**src/rtl/ysyx_22041412_booth_mul_iter.sv**
```systemverilog
// Iterative radix-4 Booth multiplier for the EXU M-extension path.
// Optional early termination: define YSYX_MUL_EARLY_OUT_EN.
module ysyx_22041412_booth_mul_iter #(
  parameter int XLEN           = 64,
  parameter int DIGITS_PER_CYC = 2
) (
  input  logic            clk,
  input  logic            rst,
  input  logic            flush,
  input  logic            in_valid,
  output logic            in_ready,
  input  logic [XLEN-1:0] a,
  input  logic [XLEN-1:0] b,
  input  logic            a_signed,
  input  logic            b_signed,
  input  logic            op_w,
  input  logic            hi_sel,
  output logic            out_valid,
  input  logic            out_ready,
  output logic [XLEN-1:0] result,
  output logic            busy
);

  localparam int NDIG = XLEN / 2 + 1;
  localparam int ITER = (NDIG + DIGITS_PER_CYC - 1) / DIGITS_PER_CYC;
  localparam int AW   = 2 * XLEN + 2;
  localparam int MW   = XLEN + 3;
  localparam int HW   = XLEN / 2;
  localparam int CW   = $clog2(ITER + 1);
  localparam int SH   = 2 * DIGITS_PER_CYC;

  typedef enum logic [1:0] {
    IDLE,
    CALC,
    DONE
  } state_t;

  state_t state, state_nxt;

  logic [AW-1:0]   acc, acc_nxt, mcand, pp_sum, sh;
  logic [MW-1:0]   mplier, mplier_nxt;
  logic [CW-1:0]   cnt;
  logic [XLEN+1:0] a_ext, b_ext;
  logic [2:0]      win;
  logic [2*XLEN-1:0] prod;
  logic [XLEN-1:0] res_nxt;
  logic            w_q, hi_q;
  logic            accept, early, last;
  logic            unused_bits;

  assign in_ready  = (state == IDLE) & ~flush;
  assign out_valid = (state == DONE);
  assign busy      = (state != IDLE);
  assign accept    = in_valid & in_ready;

  // Operand extension to XLEN+2 bits, word ops use the low half only
  always_comb begin
    if (op_w) begin
      a_ext = {{(HW + 2){a_signed & a[HW-1]}}, a[HW-1:0]};
      b_ext = {{(HW + 2){b_signed & b[HW-1]}}, b[HW-1:0]};
    end else begin
      a_ext = {{2{a_signed & a[XLEN-1]}}, a};
      b_ext = {{2{b_signed & b[XLEN-1]}}, b};
    end
  end

  // Sum of this cycle's Booth partial products
  always_comb begin
    pp_sum = '0;
    win    = '0;
    sh     = '0;
    for (int d = 0; d < DIGITS_PER_CYC; d++) begin
      win = mplier[2*d +: 3];
      sh  = mcand << (2 * d);
      case (win)
        3'b001, 3'b010: pp_sum = pp_sum + sh;
        3'b011:         pp_sum = pp_sum + (sh << 1);
        3'b100:         pp_sum = pp_sum - (sh << 1);
        3'b101, 3'b110: pp_sum = pp_sum - sh;
        default:        pp_sum = pp_sum;
      endcase
    end
    acc_nxt = acc + pp_sum;
  end

  // Arithmetic shift keeps surplus digits at zero weight
  assign mplier_nxt = $signed(mplier) >>> SH;

`ifdef YSYX_MUL_EARLY_OUT_EN
  assign early = (mplier_nxt == '0) | (&mplier_nxt);
`else
  assign early = 1'b0;
`endif

  assign last = (cnt == CW'(ITER - 1)) | early;

  // Result selection from the final accumulator value
  always_comb begin
    prod = acc_nxt[2*XLEN-1:0];
    if (w_q) begin
      res_nxt = {{HW{prod[HW-1]}}, prod[HW-1:0]};
    end else if (hi_q) begin
      res_nxt = prod[2*XLEN-1:XLEN];
    end else begin
      res_nxt = prod[XLEN-1:0];
    end
  end

  assign unused_bits = ^acc_nxt[AW-1:2*XLEN];

  // State register
  always_ff @(posedge clk) begin
    if (rst) begin
      state <= IDLE;
    end else begin
      state <= state_nxt;
    end
  end

  // Next-state logic, flush wins over everything
  always_comb begin
    state_nxt = state;
    case (state)
      IDLE:    if (accept) state_nxt = CALC;
      CALC:    if (last) state_nxt = DONE;
      DONE:    if (out_ready) state_nxt = IDLE;
      default: state_nxt = IDLE;
    endcase
    if (flush) state_nxt = IDLE;
  end

  // Datapath: load on accept, iterate in CALC, capture result on last step
  always_ff @(posedge clk) begin
    if (rst) begin
      acc    <= '0;
      mcand  <= '0;
      mplier <= '0;
      cnt    <= '0;
      result <= '0;
      w_q    <= 1'b0;
      hi_q   <= 1'b0;
    end else if (accept) begin
      acc    <= '0;
      mcand  <= {{XLEN{a_ext[XLEN+1]}}, a_ext};
      mplier <= {b_ext, 1'b0};
      cnt    <= '0;
      w_q    <= op_w;
      hi_q   <= hi_sel;
    end else if (state == CALC && !flush) begin
      acc    <= acc_nxt;
      mcand  <= mcand << SH;
      mplier <= mplier_nxt;
      cnt    <= cnt + CW'(1);
      if (last) result <= res_nxt;
    end
  end

endmodule

```
**config.mk**
```make
export PLATFORM = sky130hd
export DESIGN_NAME = ysyx_22041412_booth_mul_iter
export DESIGN_NICKNAME = d
export VERILOG_FILES = /design/src/rtl/ysyx_22041412_booth_mul_iter.sv
export SDC_FILE = /design/constraint.sdc
export NUM_CORES = 2
export LEC_CHECK = 0
export BUFFER_PORTS_ARGS = -buffer_cell sky130_fd_sc_hd__buf_4
export CAP_MARGIN = 5
export CORE_MARGIN = 1.5
export CORE_UTILIZATION = 40
export CTS_CLUSTER_SIZE = 10
export DETAILED_ROUTE_END_ITERATION = 8
export SLEW_MARGIN = 20
export SYNTH_ARGS = -nofsm -noshare
export SYNTH_HDL_FRONTEND = slang
export SYNTH_SLANG_ARGS = --single-unit
```
**constraint.sdc**
```tcl
create_clock -name clk -period 10.04 [get_ports clk]
set_clock_uncertainty 0.15 [all_clocks]
set_input_delay 1.004 -clock clk [delete_from_list [all_inputs] [get_ports clk]]
set_output_delay 1.004 -clock clk [all_outputs]
set_load 0.02 [all_outputs]
```
==> impl_results.md <==
* Die footprint at 127700 um2
* Total power at 6.921 mW
* Sequential fraction of the synthesis area at 15.78%
* Arr. time, crit path at 10.34 ns
* Reg power frac at 23.9%
* Hold EP: mplier[6]
* DIE HEIGHT at 357.4 um
* CTS Sinks at 396
* Initial Util at 40.48%
* Setup crit end kind: flop
* Routability cong. at 1.037
* Worst hold slack at 0.3026 ns
* IO buf count at 203
* DRT Pass-1 Iters at 6
* Mapped Nets at 8006
* CTS tree: yes
* Slew headroom at 22.00%
* Number of H-tree levels at 2
* Required time of the worst setup path at 10.47 ns
* Clock power share at 26.7%
* Most frequent cells in the layout: buf_4, nand2_1, a21oi_1, nor2_1, o21ai_0
* Critical path launch point type: flop
* Hold Crit Class: flop to flop
* Share of the synthesized area in the top cell type at 15.78%
* Max stage delay on crit path at 0.54 ns
* Num CTS Buffers at 51
* Status: completed
* GRT overflow at 0
* Switching Share at 40.83%
* Initial antenna violation count at 4
* Ranking of synthesized cells by area: dfxtp_1, ha_1, nand2_1
* I/O pin cnt at 204
* Pin count of the biggest net entering global routing at 164
* Fillers at 12.43k
* Row cnt at 129
* Post-synthesis cell type with the largest combined area: dfxtp_1
* Actual slew at the worst max-slew pin at 1.166 ns
* Yosys warns at 0
* DRT iter0 DRCs at 7040
* Leakage power at 30.88 nW
* Slowest cell on the critical path: or4b_4
* Final ANT Viol Nets at 0
* Total Routing Usage GR at 36.47%
* Fmax at 100.9 MHz
* Maxcap violations at 0
* Final net count at 9258
* Flop-to-flop setup slack at 0.13 ns
* Hold Crit Start: mplier[6]
* Worst-path maximum fanout at 4
* R2R depth at 44
* FF-to-FF Start: mcand[6]
* HPWL Detailed at 194.9 mm
* Routed wire length at 244.1 mm
* Fin. max-slew vios at 0
* Most frequent cell on the critical path: buf_4
* Placed Instances at 10.28k
* Post-synthesis cell count at 7487
* Hold path depth at 2
* Crit. Startpoint: mcand[6]
* Sw power at 2.826 mW
* Vias per Instance at 5.947
* Reg-to-Reg End: acc[127]
* Layout cells sized above 1 at 25.69%
* Commonest non-fill, non-tap cell in the layout: buf_4
* Period utilization at 98.73%
* Vias in the first global route at 56.21k
* Core ar. at 124100 um2
* Number of synthesized flops with an enable pin at 0
* First-pass GRT wire length at 358.7 mm
* Min cycle time layout at 9.913 ns
* Residual DRC at 0
* Comb power frac at 49.5%
* Vias at 61.90k
* Async set-reset flop share out of synthesis at 0%
* #FFs+latches synth at 396
* WL/cell at 23.45 um
* Clock-pin transition on the worst setup and hold timing paths at 0.06 ns
* Final setup vio count at 0
* Post-synth cell types at 88
* Non-filler cells, final at 10.41k
* PwrDens at 102.8 nW/um2
* VDD IR max at 0.1219 mV
* Post-Syn Area per Cell at 6.711 um2
* Synthesized area at 50240 um2
* Top_reg_cell synth: dfxtp_1
* RSZ-0062 raised after global routing: true
* CTS Buffer Depth at 3
* Area Overhead vs Synth at 34.01%
* Chip width at 357.4 um
* Worst Setup Path Type: flop to flop
* Cell Int Power at 4.095 mW
* Hold Vio Cnt, Final at 0
* Worst-skew pair later-pin latency at 0.64 ns
* CTS root buffer: clkbuf_16
-- cell families after synthesis --
family / Yosys count / share of synthesized area [%]
AND/OR/NAND/NOR: 2653 / 23.86
AO/OA/AOI/OAI: 2486 / 30.76
XOR/XNOR: 758 / 13.21
buffers and inverters: 758 / 5.750
flip-flops: 396 / 15.78
adder cells (fa/ha/maj): 382 / 9.557
multiplexers: 54 / 1.086
-- per-layer routing --
layer  wire length [um]  up-vias  track usage (%)
li1                   -    29353                -
met5                 27        -                0
met1             114100    29146            54.86
met4               7446        4            9.941
met2              94990     3084            50.60
met3              27550      313            8.765
-- critical path: cells and delay by family, from the launching register on --
kind,cells,cell delay [ns]
fa+ha+maj,2,0.62
xor+xnor,3,0.43
compound gates,15,2.53
buf+inv,8,1.28
simple gates,16,4.49
flops,1,0.31
-- power groups by stage --
stage               Clock [mW]  Sequential (mW)  Combinational [mW]
detailed placement           0             1.68                3.21
finish                    1.84             1.65                3.42
CTS                       1.88             1.65                3.24
global route              1.93             1.66                3.62
floorplan                    0             1.66                1.68
global placement             0             1.68                3.20
-- Yosys cell counts (146+ instances only) --
master    instances
nand2_1        1201
a21oi_1         888
nor2_1          590
clkbuf_1        537
o21ai_0         488
xnor2_1         407
dfxtp_1         396
ha_1            379
xor2_1          351
a21o_1          222
nand3_1         187
a22oi_1         181
nand4_1         146
-- how the worst max path moves through the flow --
| stage | to | slack [ns] |
|---|---|---|
| floorplan | acc[114] | 0.04 |
| global placement | result[62] | -0.92 |
| detailed placement | acc[127] | -0.77 |
| CTS | acc[127] | -0.03 |
| global route | acc[127] | -0.14 |
| finish | acc[127] | 0.13 |
-- stage by stage --
stage / TNS (ns) / utilization (%) / cell area, um2 / worst slack [ns]
floorplan: 0 / - / 50260 / 0.04144
global placement: -21.63 / 51.19 / 63530 / -0.9194
detailed placement: -23.52 / 51.19 / 63530 / -0.7700
CTS: -0.02673 / 52.83 / 65580 / -0.02653
global route: -1.015 / 54.24 / 67320 / -0.1434
finish: 0 / 54.25 / 67330 / 0.1271
-- repair_timing --
item,4_1_cts,5_1_grt
endpoints found under the hold margin,0,0
pin swaps,17,150
hold buffers,0,0
buffers inserted,12,39
setup endpoints to repair,61,109
gates cloned,0,0
resized for setup,83,325
-- registers in the layout (all words and copies together), names as in the netlist --
name and cells:
mcand 128, cnt 5, acc 128, hi_q 1, result 64, mplier 67
w_q 1, state 2
-- layout make-up --
| class | instances | area, um2 | share of cell area [%] |
|---|---|---|---|
| flip-flops and latches | 396 | 7941 | 11.79 |
| multi-input cells | 6333 | 41390 | 61.48 |
| well taps | 1637 | 2048 | 3.042 |
| clock buffers | 68 | 1411 | 2.096 |
| diodes | 3 | 7.507 | 0.01115 |
| inverters | 141 | 529.3 | 0.7861 |
| clock inverters | 15 | 192.7 | 0.2862 |
| repair buffers | 1816 | 13810 | 20.51 |
Note: power is estimated with default switching activity, not from simulation.
